--- config.mk ---
export PLATFORM = sky130hd
export DESIGN_NAME = dsp_channel_sequencer_flat
export DESIGN_NICKNAME = d
export VERILOG_FILES = /design/src/rtl/dsp_channel_sequencer_if.sv /design/src/rtl/dsp_channel_sequencer.sv /design/src/flat_wrapper.sv
export SDC_FILE = /design/constraint.sdc
export NUM_CORES = 1
export LEC_CHECK = 0
export BUFFER_PORTS_ARGS = -buffer_cell sky130_fd_sc_hd__buf_2
export CAP_MARGIN = 20
export CORE_MARGIN = 2
export CORE_UTILIZATION = 50
export CTS_CLUSTER_DIAMETER = 100
export DETAILED_ROUTE_END_ITERATION = 10
export PLACE_DENSITY = 0.87
export SYNTH_ARGS = -nofsm -noshare
export SYNTH_HDL_FRONTEND = slang
export SYNTH_SLANG_ARGS = --single-unit
--- constraint.sdc ---
create_clock -name clk -period 1.9 [get_ports clk]
set_input_delay 0.095 -clock clk [delete_from_list [all_inputs] [get_ports clk]]
set_output_delay 0.095 -clock clk [all_outputs]
set_load 0.05 [all_outputs]
--- src/rtl/dsp_channel_sequencer_if.sv ---
// Frame-side and core-side handshake bundle for dsp_channel_sequencer.
// master = the sequencer, slave = the codec/core environment.
interface dsp_channel_sequencer_if #(
    parameter int data_width = 16,
    parameter int n_channels = 2
);
    localparam int ch_w = (n_channels > 1) ? $clog2(n_channels) : 1;

    logic [n_channels*data_width-1:0] in_frame;
    logic                             in_valid;
    logic                             ready;
    logic [n_channels*data_width-1:0] out_frame;
    logic                             out_valid;
    logic                             core_tick;
    logic [data_width-1:0]            core_sample_in;
    logic [ch_w-1:0]                  core_channel;
    logic                             core_ready;
    logic [data_width-1:0]            core_sample_out;

    modport master (
        input  in_frame, in_valid, core_ready, core_sample_out,
        output ready, out_frame, out_valid, core_tick, core_sample_in, core_channel
    );

    modport slave (
        output in_frame, in_valid, core_ready, core_sample_out,
        input  ready, out_frame, out_valid, core_tick, core_sample_in, core_channel
    );
endinterface

--- src/rtl/dsp_channel_sequencer.sv ---
// Multi-channel frame sequencer in front of dsp_core: one core transaction per channel, atomic output frame.
// Optional macro SEQ_BYPASS_ON_ERROR_EN: in ERROR, input frames are passed through dry instead of counted as overruns.
module dsp_channel_sequencer #(
    parameter int data_width     = 16,
    parameter int n_channels     = 2,
    parameter int timeout_cycles = 4096
) (
    input  logic                           clk,
    input  logic                           reset,
    input  logic                           full_reset,
    input  logic                           enable,
    dsp_channel_sequencer_if.master        bus,
    output logic                           error,
    output logic [15:0]                    overrun_count,
    output logic [31:0]                    frame_count
);
    localparam int ch_w    = (n_channels > 1) ? $clog2(n_channels) : 1;
    localparam int frame_w = n_channels * data_width;
    localparam int tmo_w   = $clog2(timeout_cycles + 1);
    localparam logic [ch_w-1:0]  last_ch  = ch_w'(n_channels - 1);
    localparam logic [tmo_w-1:0] tmo_last = tmo_w'(timeout_cycles - 1);

    typedef enum logic [2:0] {
        IDLE   = 3'd0,
        LAUNCH = 3'd1,
        WAIT   = 3'd2,
        DONE   = 3'd3,
        ERROR  = 3'd4
    } state_t;

    state_t              state_r;
    logic [frame_w-1:0]  frame_r;
    logic [frame_w-1:0]  stage_r;
    logic [ch_w-1:0]     chan_r;
    logic [tmo_w-1:0]    tmo_r;
    logic                skip_r;
    logic                ready_r;
    logic [frame_w-1:0]  out_frame_r;
    logic                out_valid_r;
    logic                tick_r;
    logic [data_width-1:0] sample_r;
    logic [ch_w-1:0]     core_ch_r;
    logic                error_r;
    logic [15:0]         ovr_r;
    logic [31:0]         fcnt_r;

    logic                clear_s;
    logic                overrun_s;
    logic [ch_w-1:0]     next_ch_s;
    logic [frame_w-1:0]  stage_next_s;

    assign clear_s   = !reset || full_reset;
    assign next_ch_s = chan_r + ch_w'(1);

    // Staged output frame with the current core result merged into slot k
    always_comb begin
        stage_next_s = stage_r;
        stage_next_s[int'(chan_r)*data_width +: data_width] = bus.core_sample_out;
    end

    // A frame offered while busy is dropped and counted
    always_comb begin
        overrun_s = 1'b0;
        if (bus.in_valid && (state_r != IDLE)) begin
`ifdef SEQ_BYPASS_ON_ERROR_EN
            overrun_s = (state_r != ERROR);
`else
            overrun_s = 1'b1;
`endif
        end else begin
            overrun_s = 1'b0;
        end
    end

    // Sequencer FSM; every output is a register updated on state entry
    always_ff @(posedge clk) begin
        if (clear_s) begin
            state_r     <= IDLE;
            frame_r     <= '0;
            stage_r     <= '0;
            chan_r      <= '0;
            tmo_r       <= '0;
            skip_r      <= 1'b0;
            ready_r     <= 1'b1;
            out_frame_r <= '0;
            out_valid_r <= 1'b0;
            tick_r      <= 1'b0;
            sample_r    <= '0;
            core_ch_r   <= '0;
            error_r     <= 1'b0;
            ovr_r       <= 16'd0;
            fcnt_r      <= 32'd0;
        end else begin
            tick_r      <= 1'b0;
            out_valid_r <= 1'b0;
            if (overrun_s && (ovr_r != 16'hFFFF)) begin
                ovr_r <= ovr_r + 16'd1;
            end
            case (state_r)
                IDLE: begin
                    if (bus.in_valid && enable) begin
                        frame_r   <= bus.in_frame;
                        fcnt_r    <= fcnt_r + 32'd1;
                        chan_r    <= '0;
                        ready_r   <= 1'b0;
                        tick_r    <= 1'b1;
                        sample_r  <= bus.in_frame[data_width-1:0];
                        core_ch_r <= '0;
                        state_r   <= LAUNCH;
                    end else if (bus.in_valid) begin
                        out_frame_r <= bus.in_frame;
                        out_valid_r <= 1'b1;
                    end
                end
                LAUNCH: begin
                    tmo_r   <= '0;
                    skip_r  <= 1'b1;
                    state_r <= WAIT;
                end
                WAIT: begin
                    // First WAIT cycle: the core's ready still reflects the previous job
                    if (skip_r) begin
                        skip_r <= 1'b0;
                    end else if (bus.core_ready) begin
                        stage_r <= stage_next_s;
                        if (chan_r == last_ch) begin
                            out_frame_r <= stage_next_s;
                            out_valid_r <= 1'b1;
                            state_r     <= DONE;
                        end else begin
                            chan_r    <= next_ch_s;
                            tick_r    <= 1'b1;
                            sample_r  <= frame_r[int'(next_ch_s)*data_width +: data_width];
                            core_ch_r <= next_ch_s;
                            state_r   <= LAUNCH;
                        end
                    end else if (tmo_r == tmo_last) begin
                        error_r <= 1'b1;
                        state_r <= ERROR;
                    end else begin
                        tmo_r <= tmo_r + tmo_w'(1);
                    end
                end
                DONE: begin
                    ready_r <= 1'b1;
                    state_r <= IDLE;
                end
                ERROR: begin
                    error_r <= 1'b1;
                    ready_r <= 1'b0;
`ifdef SEQ_BYPASS_ON_ERROR_EN
                    if (bus.in_valid) begin
                        out_frame_r <= bus.in_frame;
                        out_valid_r <= 1'b1;
                    end
`endif
                end
                default: begin
                    ready_r <= 1'b1;
                    state_r <= IDLE;
                end
            endcase
        end
    end

    assign bus.ready          = ready_r;
    assign bus.out_frame      = out_frame_r;
    assign bus.out_valid      = out_valid_r;
    assign bus.core_tick      = tick_r;
    assign bus.core_sample_in = sample_r;
    assign bus.core_channel   = core_ch_r;
    assign error              = error_r;
    assign overrun_count      = ovr_r;
    assign frame_count        = fcnt_r;
endmodule

--- src/flat_wrapper.sv ---
// flat-port wrapper written by rule: the top's interface ports become plain ports
module dsp_channel_sequencer_flat 
#(
    parameter int data_width     = 16,
    parameter int n_channels     = 2,
    parameter int timeout_cycles = 4096
)
  (clk, reset, full_reset, enable, error, overrun_count, frame_count, bus_in_frame, bus_in_valid, bus_core_ready, bus_core_sample_out, bus_ready, bus_out_frame, bus_out_valid, bus_core_tick, bus_core_sample_in, bus_core_channel);
  dsp_channel_sequencer_if #(.data_width(data_width), .n_channels(n_channels)) bus_i ();
  input  logic clk;
  input  logic reset;
  input  logic full_reset;
  input  logic enable;
  output logic error;
  output logic [15:0] overrun_count;
  output logic [31:0] frame_count;
  input wire logic [$bits(bus_i.in_frame)-1:0] bus_in_frame;
  input wire logic [$bits(bus_i.in_valid)-1:0] bus_in_valid;
  input wire logic [$bits(bus_i.core_ready)-1:0] bus_core_ready;
  input wire logic [$bits(bus_i.core_sample_out)-1:0] bus_core_sample_out;
  output wire logic [$bits(bus_i.ready)-1:0] bus_ready;
  output wire logic [$bits(bus_i.out_frame)-1:0] bus_out_frame;
  output wire logic [$bits(bus_i.out_valid)-1:0] bus_out_valid;
  output wire logic [$bits(bus_i.core_tick)-1:0] bus_core_tick;
  output wire logic [$bits(bus_i.core_sample_in)-1:0] bus_core_sample_in;
  output wire logic [$bits(bus_i.core_channel)-1:0] bus_core_channel;
  assign bus_i.in_frame = bus_in_frame;
  assign bus_i.in_valid = bus_in_valid;
  assign bus_i.core_ready = bus_core_ready;
  assign bus_i.core_sample_out = bus_core_sample_out;
  assign bus_ready = bus_i.ready;
  assign bus_out_frame = bus_i.out_frame;
  assign bus_out_valid = bus_i.out_valid;
  assign bus_core_tick = bus_i.core_tick;
  assign bus_core_sample_in = bus_i.core_sample_in;
  assign bus_core_channel = bus_i.core_channel;
  dsp_channel_sequencer #(.data_width(data_width), .n_channels(n_channels), .timeout_cycles(timeout_cycles)) u_core (.clk(clk), .reset(reset), .full_reset(full_reset), .enable(enable), .bus(bus_i), .error(error), .overrun_count(overrun_count), .frame_count(frame_count));
endmodule
# After elaboration in Yosys (flattened, before gate mapping)

Cells that the tools add are included.

Bits of input ports: 54
Memory bits (read-only): 0
Flip-flop bits (word level): 183
Output and inout bits: 101
Bits in latches: 0
Memories: 0
Bits in writable memories: 0
Word-level logic and storage cells: 111

Multiply operators: 0
Div/mod/pow operators: 0
Bitwise logic cells: 3
Reduce and logical (&&, ||, !) cells: 20
Shift operators: 3
Eq/ne operators: 16
$add $sub $neg: 5
Order comparisons: 0
Multiplexer cells: 49

Operators by type and width:

| kind                       | number |
|---|---|
| $mux W32                   | 5 |
| $mux W16                   | 4 |
| $pmux W32 S2               | 1 |
| $mux W13                   | 3 |
| $neg A5 Y33                | 1 |
| $shift A16 B33 Y32 const A | 1 |
| $shiftx A16 B33 Y32        | 1 |
| $add A32 B1 Y32 const B    | 1 |
| $bwmux W32                 | 1 |
| $pmux W16 S2               | 1 |
| $shiftx A32 B6 Y16         | 1 |
| $pmux W13 S2               | 1 |
| $mux W1                    | 20 |
| $add A16 B1 Y16 const B    | 1 |
| $ne A16 B16 Y1 const B     | 1 |
| $reduce_and A4 Y1          | 4 |
| $ne A2 B2 Y1 const B       | 7 |
| $add A13 B1 Y13 const B    | 1 |
| $eq A13 B12 Y1 const B     | 1 |
| $mux W3                    | 4 |
| $pmux W1 S2                | 6 |
| $pmux W3 S4                | 1 |
| $ne A2 B1 Y1 const B       | 3 |
| $reduce_and A6 Y1          | 1 |
| 18 further kinds           | 25 |

# Logic depth before layout (Yosys ltp)

Gate-level depths: netlist of the first run.

Word-level depth: 7
Mapped depth: 8
Mapped depth without buffers: 6

# Worst setup path after synthesis of the first run

No wires, ideal clock.

Kind: register to register
From: reg u_core.fcnt_r[0], in the netlist u_core.frame_count[0]
To: reg u_core.fcnt_r[26], in the netlist u_core.frame_count[26]
Buffers on the path: 0
Library setup time: 0.135 ns
Period minus slack after synthesis: 2.470 ns
Path slack: -0.570 ns
Cell stages (with the launch flop): 7
Data required time: 1.765 ns
Arrival time: 2.335 ns
Cell sequence: dfxtp_1 ha_1 or4b_2 nor3_2 nand4_1 o311ai_0 o41ai_1

Cells in the longest elaborated chain, start to end: 1

Ends and longest elaborated chain:

| element                | RTL line                     | text |
|---|---|---|
| start, declared        | dsp_channel_sequencer.sv:45  | `logic [31:0] fcnt_r;` |
| start signal, assigned | dsp_channel_sequencer.sv:103 | `fcnt_r <= fcnt_r + 32'd1;` |
| $add A32 B1 Y32        | dsp_channel_sequencer.sv:103 |  |

Every way passes these cells.
A chain may end at the register's enable or synchronous reset.

# Final worst setup path of the first run

From: reg u_core.state_r[0]
To: reg u_core.tmo_r[9]

Cells in the longest elaborated chain, start to end: 3
Elaborated cells between the ends (all ways): 8
Classes of those cells: eq/ne: 5; mux: 1; reduce/logical: 2

Ends and longest elaborated chain:

| element                                                             | RTL line                     | text |
|---|---|---|
| start, declared                                                     | dsp_channel_sequencer.sv:31  | `state_t state_r;` |
| start signal, assigned                                              | dsp_channel_sequencer.sv:78  | `state_r <= IDLE;` |
| start signal, assigned                                              | dsp_channel_sequencer.sv:109 | `state_r <= LAUNCH;` |
| start signal, assigned                                              | dsp_channel_sequencer.sv:118 | `state_r <= WAIT;` |
| $eq A3 B2 Y1 / $eq A3 B1 Y1 (equally long branches)                 | dsp_channel_sequencer.sv:99  | `case (state_r)` |
| $ne A2 B2 Y1 (no line) / $reduce_bool A2 Y1 (equally long branches) | -                            |  |
| $reduce_and A4 Y1 (no line)                                         | -                            |  |
| end signal, assigned                                                | dsp_channel_sequencer.sv:141 | `tmo_r <= tmo_r + tmo_w'(1);` |
| end, declared                                                       | dsp_channel_sequencer.sv:35  | `logic [tmo_w-1:0] tmo_r;` |

Several ways; a longest one is shown, not always the timed one.

==> results of run 1 <==
area by class of cell:
cell class	count	area [sq um]	share of cell area (%)
Multi-Input combinational cell	700	4440	40.9
Clock inverter	13	150	1.38
Tap cell	216	270	2.49
Timing Repair Buffer	252	1790	16.5
Clock buffer	19	443	4.08
Sequential cell	183	3720	34.3
Antenna cell	2	5.00	0.0461
Inverter	10	37.5	0.346
critical path, delay by kind of cell, from the launching register on:
| family | cells | cell delay (ns) |
|---|---|---|
| simple gates | 4 | 1.42 |
| compound gates | 1 | 0.14 |
| flops | 1 | 0.33 |
per-stage QoR:
step / cell area, sq um / instances / hold WS (ns) / worst slack (ns)
floorplan: 8210 / 965 / 0.231 / -0.101
detailed placement: 9480 / 1316 / 0.354 / -0.0907
global route: 10900 / 1394 / 0.0446 / -0.106
CTS: 10500 / 1385 / 0.0299 / 0.00457
global placement: 9480 / 1316 / 0.348 / -0.0566
finish: 10900 / 1395 / 0.0438 / -0.0561
cells in the mapped netlist (2+ instances only):
master      n  area [sq um]
a211o_1    32           280
a211oi_1   33           248
a21o_1      2          15.0
a21oi_1    96           480
a22oi_1     3          22.5
a31oi_1     6          37.5
a32o_1      2          20.0
and2_1      4          25.0
and3_1      6          37.5
and4_1      7          61.3
buf_1       8          30.0
buf_2       5          25.0
clkbuf_1   58           218
dfxtp_1   183          3660
ha_1        3          37.5
inv_1      10          37.5
mux2i_1    49           490
nand2_1   166           623
nand2b_1    5          31.3
nand3_1    19          95.1
nand3b_1    2          15.0
nand4_1    17           106
nor2_1    101           379
nor2b_1     3          18.8
nor3_1     20           100
nor4_1     14          87.6
nor4b_1     2          17.5
o211ai_1   18           135
o21a_1      3          22.5
o21ai_0    16          80.1
o311ai_0    2          17.5
o41ai_1     2          17.5
or2_2       2          12.5
or3_1       4          25.0
or4_1       4          30.0
xnor2_1    28           245
xor2_1     10          87.6
per-layer routing:
metal,up-vias,routed length (microns),track usage [%]
met5,-,0,0
met4,0,724,11.3
met3,49,2060,7.00
met2,386,11500,46.2
met1,3794,9720,33.2
li1,3804,-,-
power breakdown:
group	internal, mW	switching [mW]
sequential	3.87	0.0296
clock	1.91	1.67
combinational	0.290	0.504
registers in the layout, summed over array words and instances, names as in the netlist, 3 cells and up:
| name | count |
|---|---|
| u_core.bus.out_frame | 32 |
| u_core.frame_count | 32 |
| u_core.frame_r | 32 |
| u_core.stage_r | 32 |
| u_core.bus.core_sample_in | 16 |
| u_core.overrun_count | 16 |
| u_core.tmo_r | 13 |
| u_core.state_r | 3 |
worst max path at each step:
stage,cells past startpoint,endpoint
global placement,5,u_core.tmo_r[9]$_SDFFE_PP0P_
CTS,6,u_core.frame_count[26]$_SDFFE_PP0P_
global route,6,u_core.frame_count[26]$_SDFFE_PP0P_
detailed placement,5,u_core.tmo_r[9]$_SDFFE_PP0P_
floorplan,6,u_core.tmo_r[2]$_SDFFE_PP0P_
finish,5,u_core.tmo_r[9]$_SDFFE_PP0P_
cells by family (layout without fill, tap and decap cells):
family | after synthesis | in the layout | share of synthesized area (%)
AOI/OAI and AO/OA | 224 | 224 | 18.1
other | 0 | 2 | 0
buffers and inverters | 82 | 294 | 3.99
DFF | 183 | 183 | 45.5
xor gates and xnor gates | 38 | 38 | 4.13
muxes | 49 | 49 | 6.09
and+or+nand+nor | 386 | 386 | 21.8
adders and majority gates | 3 | 3 | 0.466
repair_timing:
| item | CTS | global route |
|---|---|---|
| hold buffers | 32 | 0 |
| gates cloned | 2 | 1 |
| setup endpoints to repair | 42 | 64 |
| setup buffers | 3 | 8 |
| pin swaps | 5 | 24 |
| gates resized for setup | 14 | 52 |
| endpoints found under the hold margin | 32 | 0 |
cells in the final DEF, fill, tap and decap left out, drive strengths merged, types with 7 or more instances in the layout:
cell type and n:
clkbuf 20, nor2 102, nor4 14, nand2 166
and4 7, o21ai 16, nand3 19, o211ai 18
xnor2 28, a211o 32, a21oi 96, nand4 17
dfxtp 183, dlygate4sd3 32, inv 20, mux2i 49
nor3 21, xor2 10, buf 219, a211oi 33
==> impl_results.rst, run 1 <==
.. list-table::
   :header-rows: 1

   * - Metric
     - Value
   * - Status
     - finished, violations left
   * - Failing checks
     - setup timing
   * - Unrepaired setup endpoints after global routing
     - true
   * - Clock-pin slew on the worst setup and hold paths
     - 0.07 ns
   * - All-layer global routing usage
     - 27.3%
   * - Mean Syn Cell Area
     - 8.34 sq um
   * - Number of storage elements in the synthesis netlist
     - ~180
   * - Finish-stage setup viols
     - 3
   * - Worst-path maximum fanout
     - 6
   * - Maximum clock frequency
     - 0.511 GHz
   * - Height of the die
     - between 100 and 150 microns
   * - Setup slack after layout
     - -0.0561 ns
   * - Placeable Area
     - roughly 16000 sq um
   * - CTS H-tree lvls
     - 4
   * - Wire length of the first global-routing pass
     - ~37000 microns
   * - Total number of vias
     - between 8000 and 9000
   * - Critical Path Slowest Stage Cell
     - or4b_4
   * - # rows
     - between 40 and 50
   * - CTS Buf Count
     - 17
   * - Cell Pwr Density
     - between 700 and 800 nW/um^2
   * - Critical setup path kind
     - flop to flop
   * - Fraction of registers with async set or reset after synthesis
     - 0%
   * - Yosys synthesis warning count
     - 0
   * - Series of cell instances along the critical path
     - or4b_4 -> or2_4 -> or2_4 -> or3_1 -> a21oi_1
   * - Number of cells on the worst hold path
     - 3
   * - TritonCTS Sinks
     - 183
   * - Number of nets in the layout
     - approximately 1200
   * - Width of the die
     - around 130 microns
   * - Endpoint of the worst-slack reg-to-reg timing path
     - u_core.tmo_r[9]$_SDFFE_PP0P_
   * - Launching point of the worst reg2reg path
     - u_core.state_r[0]$_SDFFE_PP0P_
   * - Area of the die
     - 17100 sq um
   * - Number of antenna violations at the first check in global routing
     - 3
   * - Class of the worst hold path
     - input port to flop
   * - CP max stage delay
     - about 0.53 ns
   * - Setup tns final
     - -0.108 ns
   * - Fill cell count
     - between 1000 and 1500
   * - Peak ir drop on the vdd network
     - 0.000717 V
   * - Drt first-iter violations
     - ~700
   * - Max Cap Violations
     - 0
   * - Maximum buffer depth of the clock tree
     - 2
   * - Cell count after synthesis
     - around 970
   * - Syn_nets
     - about 1000
   * - Via count of the first global-routing pass
     - roughly 7400
   * - Post-detailed-route via-to-cell ratio
     - 5.76
   * - Hold Path Origin
     - bus_in_valid
   * - Worst endpoint data arrival time
     - roughly 2.3 ns
   * - Total gr overflow
     - 0
   * - Final design utilization
     - ~69%
   * - End point of the worst hold path
     - u_core.overrun_count[6]$_SDFFE_PP0P_
   * - Sum of routed wire length over all layers
     - between 20000 and 25000 microns
   * - Placer's final routability congestion estimate
     - 0.849
   * - Measured slew at the worst slew-check pin
     - around 0.46 ns
   * - CTS tree
     - done
   * - CP Capture Type
     - flop
   * - Quantity of I/O buffers inserted on ports
     - between 150 and 200
   * - Flop2flop setup slack
     - -0.06 ns
   * - Min cycle time layout
     - 1.96 ns
   * - Most frequent CP cell
     - or2_4
   * - Share of cells above drive strength 1
     - between 20 and 30%
   * - Fraction of the yosys area taken by sequential cells
     - between 40% and 50%
   * - Root buffer selected by CTS
     - clkbuf_16
   * - Count of final max-slew check failures
     - 0
   * - Avg WL per Cell
     - around 17 microns
   * - Total Power Consumption
     - 8.28 mW
   * - Count of cells along the worst register-to-register path
     - 5
   * - DR DRC count
     - 0
   * - Worst Clk Skew
     - between 0.01 and 0.015 ns
   * - Effective utilization at floorplan
     - between 50% and 60%
   * - Worst relative slew slack
     - between 60 and 70%
   * - Drt pass-1 iters
     - 5
   * - Post-DRT Antenna Nets
     - 0
   * - Pin count of the biggest net entering global routing
     - between 60 and 70
   * - Clock latency at the later pin of the worst-skew pair
     - about 0.43 ns
   * - Startpoint class of the critical path
     - flop
   * - # IOs
     - roughly 160
   * - Synthesis-to-finish area growth
     - 34.9%
   * - Part of the cycle the worst path needs
     - 103%
   * - Endpoint required time on the critical path
     - around 2.3 ns
   * - Number of unique standard cell types used by synthesis
     - 57
   * - Most frequently used flop master after synthesis
     - dfxtp_1
   * - Detailed-placement wirelength estimate
     - around 15000 microns
   * - Number of enable flip-flop cells after synthesis
     - 0
   * - Total count of hold-check failures in the final report
     - 0
   * - Synthesized area
     - around 8100 sq um
   * - Leakage power
     - between 4 and 5 nW
   * - Start point of the critical path
     - u_core.state_r[0]$_SDFFE_PP0P_
(Power assumes the default switching activity.)
==> run 2: changes to the inputs <==
--- a/config.mk
+++ b/config.mk
@@ -7,6 +7,7 @@
 export LEC_CHECK = 0
 export BUFFER_PORTS_ARGS = -buffer_cell sky130_fd_sc_hd__buf_2
 export CAP_MARGIN = 20
+export CORE_ASPECT_RATIO = 1.25
 export CORE_MARGIN = 2
 export CORE_UTILIZATION = 50
 export CTS_CLUSTER_DIAMETER = 100
==> constraint.sdc (replaced) <==
create_clock -name clk -period 1.9 [get_ports clk]
set_input_delay 0.095 -clock clk [delete_from_list [all_inputs] [get_ports clk]]
set_output_delay 0.095 -clock clk [all_outputs]
set_load 0.005 [all_outputs]
==> run 2 against run 1 <==
Compared with the run above: the flow still finishes with violations (setup timing); maximum frequency grew 2.1%; sequential cell count unchanged; clock skew is 0.0032 ns lower; utilization grew 1.3 points; global-route usage is 0.86 points higher; design area grew 0.99%; sequential power hardly changed; register-to-register slack better by 0.04 ns; largest cell class unchanged; wire length is 8.9% higher; via count up 4.0%; critical path depth is 2 higher; combinational power decreased by 4.8%.
==> impl_results.rst, run 2 (synthesis gave the netlist of run 1 again) <==
.. list-table::
   :header-rows: 1

   * - Metric
     - Value
   * - Drt pass-1 iters
     - 6
   * - Commonest non-fill, non-tap cells in the layout
     - 173 x dfxtp_1, 165 x nand2_1, 154 x buf_2
   * - Number of antenna violations at the first check in global routing
     - 2
   * - Synthesis-to-finish area growth
     - 36.2%
   * - TritonCTS Sinks
     - 183
   * - Portion of total power attributed to combinational logic
     - under 10%
   * - CTS Buf Count
     - 17
   * - Placed cell count
     - ~1300
   * - DR DRC count
     - 0
   * - Leakage power
     - around 4.2 nW
   * - Unrepaired setup endpoints after global routing
     - true
   * - Total gr overflow
     - 0
   * - # IOs
     - 155
   * - Cell internal pwr
     - just over 6 mW
   * - Maximum buffer depth of the clock tree
     - 2
   * - Max Cap Violations
     - 0
   * - Root buffer selected by CTS
     - clkbuf_16
   * - CTS H-tree lvls
     - 4
   * - Setup slack after layout
     - -0.0159 ns
   * - Share of cells above drive strength 1
     - 29.2%
   * - Clk network pwr share
     - 42.2%
   * - Effective utilization at floorplan
     - 51.3%
   * - Worst endpoint data arrival time
     - 2.26 ns
   * - Part of the cycle the worst path needs
     - 101%
   * - Class of the worst hold path
     - input port to flop
   * - Count of cells along the worst register-to-register path
     - 7
   * - Clock latency at the later pin of the worst-skew pair
     - about 0.44 ns
   * - Post-detailed-route via-to-cell ratio
     - ~5.9
   * - Total Power Consumption
     - between 8 and 9 mW
   * - Endpoint of the worst-slack reg-to-reg timing path
     - u_core.stage_r[6]$_SDFFE_PP0P_
   * - Final cell count without fillers
     - ~1400
   * - Endpoint required time on the critical path
     - 2.24 ns
   * - Start point of the critical path
     - u_core.state_r[2]$_SDFFE_PP0P_
   * - Height of the die
     - 146 microns
   * - Clock-pin slew on the worst setup and hold paths
     - approximately 0.07 ns
   * - Placeable Area
     - around 16000 sq um
   * - Failing checks
     - setup timing
   * - Net switching share of the total power
     - between 20% and 30%
   * - Status
     - finished, violations left
   * - All-layer global routing usage
     - 28.2%
   * - Smallest hold slack
     - about 0.028 ns
   * - Pin count of the biggest net entering global routing
     - 70
   * - Quantity of I/O buffers inserted on ports
     - ~150
   * - Measured slew at the worst slew-check pin
     - roughly 0.45 ns
   * - CP Capture Type
     - flop
   * - Number of nets in the layout
     - ~1200
   * - Flop2flop setup slack
     - -0.02 ns
   * - Share of power burned in registers
     - between 40% and 50%
   * - Min cycle time layout
     - 1.92 ns
   * - Drt first-iter violations
     - between 900 and 1000
   * - Launching point of the worst reg2reg path
     - u_core.state_r[2]$_SDFFE_PP0P_
   * - Area of the die
     - between 15000 and 20000 sq um
   * - Wire length of the first global-routing pass
     - 39200 microns
   * - Via count of the first global-routing pass
     - approximately 7900
   * - Count of final max-slew check failures
     - 0
   * - Total number of vias
     - ~8400
   * - Worst setup path endpoint
     - u_core.stage_r[6]$_SDFFE_PP0P_
   * - Worst-path maximum fanout
     - 14
   * - Worst relative slew slack
     - 68.9%
   * - Detailed-placement wirelength estimate
     - approximately 16000 microns
   * - Critical setup path kind
     - flop to flop
   * - Post-DRT Antenna Nets
     - 0
   * - Width of the die
     - around 120 microns
   * - Finish-stage setup viols
     - 3
   * - # rows
     - 51
   * - Cell Pwr Density
     - between 700 and 800 nW/um^2
   * - Sum of routed wire length over all layers
     - between 20000 and 30000 microns
   * - Startpoint class of the critical path
     - flop
   * - Peak ir drop on the vdd network
     - 0.000583 V
   * - Avg WL per Cell
     - 18.4 microns
   * - CTS tree
     - done
   * - Worst Clk Skew
     - approximately 0.0086 ns
   * - Most frequent standard cell in the layout excluding fill and tap cells
     - dfxtp_1
   * - Total count of hold-check failures in the final report
     - 0
   * - Maximum clock frequency
     - around 0.52 GHz
   * - Power spent charging and discharging nets
     - a little over 2 mW
   * - Placer's final routability congestion estimate
     - 0.875
run 2: cell types whose count changed in the layout (fill, tap and decap cells not counted), moves of 3 or more:
cell,previous run,this run
dfxtp_1,146,173
buf_4,46,69
dfxtp_2,31,9
a21oi_1,94,87
a21oi_2,2,9
nor4_4,7,0
dfxtp_4,6,1
nor4_2,2,6
clkbuf_8,1,4
inv_8,3,0
nor4_1,5,8
run 2: power groups by stage:
stage	clock network (mW)	logic [mW]	registers (mW)
after detailed placement	0	0.616	4.00
after floorplan	0	0.345	4.00
after global placement	0	0.607	4.00
after global routing	3.58	0.798	3.92
after CTS	3.41	0.701	3.91
final	3.41	0.756	3.92
run 2: how the worst min path moves through the flow:
stage / from / end / slack, ns / depth (start not counted)
floorplan: bus_in_frame[0] / u_core.frame_r[0]$_SDFFE_PP0P_ / 0.23 / 2
global placement: bus_in_frame[8] / u_core.frame_r[8]$_SDFFE_PP0P_ / 0.35 / 3
detailed placement: bus_in_frame[8] / u_core.frame_r[8]$_SDFFE_PP0P_ / 0.36 / 3
CTS: bus_in_frame[21] / u_core.frame_r[21]$_SDFFE_PP0P_ / 0.0005 / 3
global route: bus_in_frame[21] / u_core.frame_r[21]$_SDFFE_PP0P_ / 0.01 / 3
finish: bus_in_frame[21] / u_core.bus.out_frame[21]$_SDFFE_PP0P_ / 0.03 / 3
run 2: worst max-delay path: stages (launching register included):
cell,delay (ns)
dfxtp_4,0.37
buf_12,0.15
or3b_4,0.42
buf_6,0.14
nor2b_4,0.21
bufbuf_16,0.30
nor2_1,0.05
a211oi_2,0.19
run 2: metal layers:
layer	share of wire (%)	global-route usage (%)	up-vias
li1	-	-	3871
met4	4.6	15.4	0
met1	37	31.7	3929
met5	0	0	-
met3	7.9	5.84	93
met2	51	49.8	465
run 2: area by class of cell:
class,instances,area (sq um)
clock buffers,22,484
clock inverters,10,81.3
inverters,10,37.5
repair buffers,278,2030
well taps,212,265
diodes,2,5.00
fillers,1143,4730
multi-input cells,700,4380
flip-flops and latches,183,3680
run 2: through the flow:
| step | setup TNS (ns) | utilization, % | setup WS, ns | area [sq um] |
|---|---|---|---|---|
| floorplan | -0.336 | - | -0.104 | 8110 |
| global placement | -0.371 | 60.7 | -0.0962 | 9520 |
| detailed placement | -1.42 | 60.7 | -0.118 | 9520 |
| CTS | 0 | 67.7 | 0.00713 | 10600 |
| global route | -0.610 | 69.8 | -0.0432 | 11000 |
| finish | -0.0418 | 69.9 | -0.0159 | 11000 |
run 2: repair_timing:
action	CTS	global route
gates cloned	4	4
gates resized for setup	16	69
pin swaps	9	19
setup endpoints to repair	53	112
hold buffers	30	0
hold endpoints to repair	30	0
setup buffers	6	10
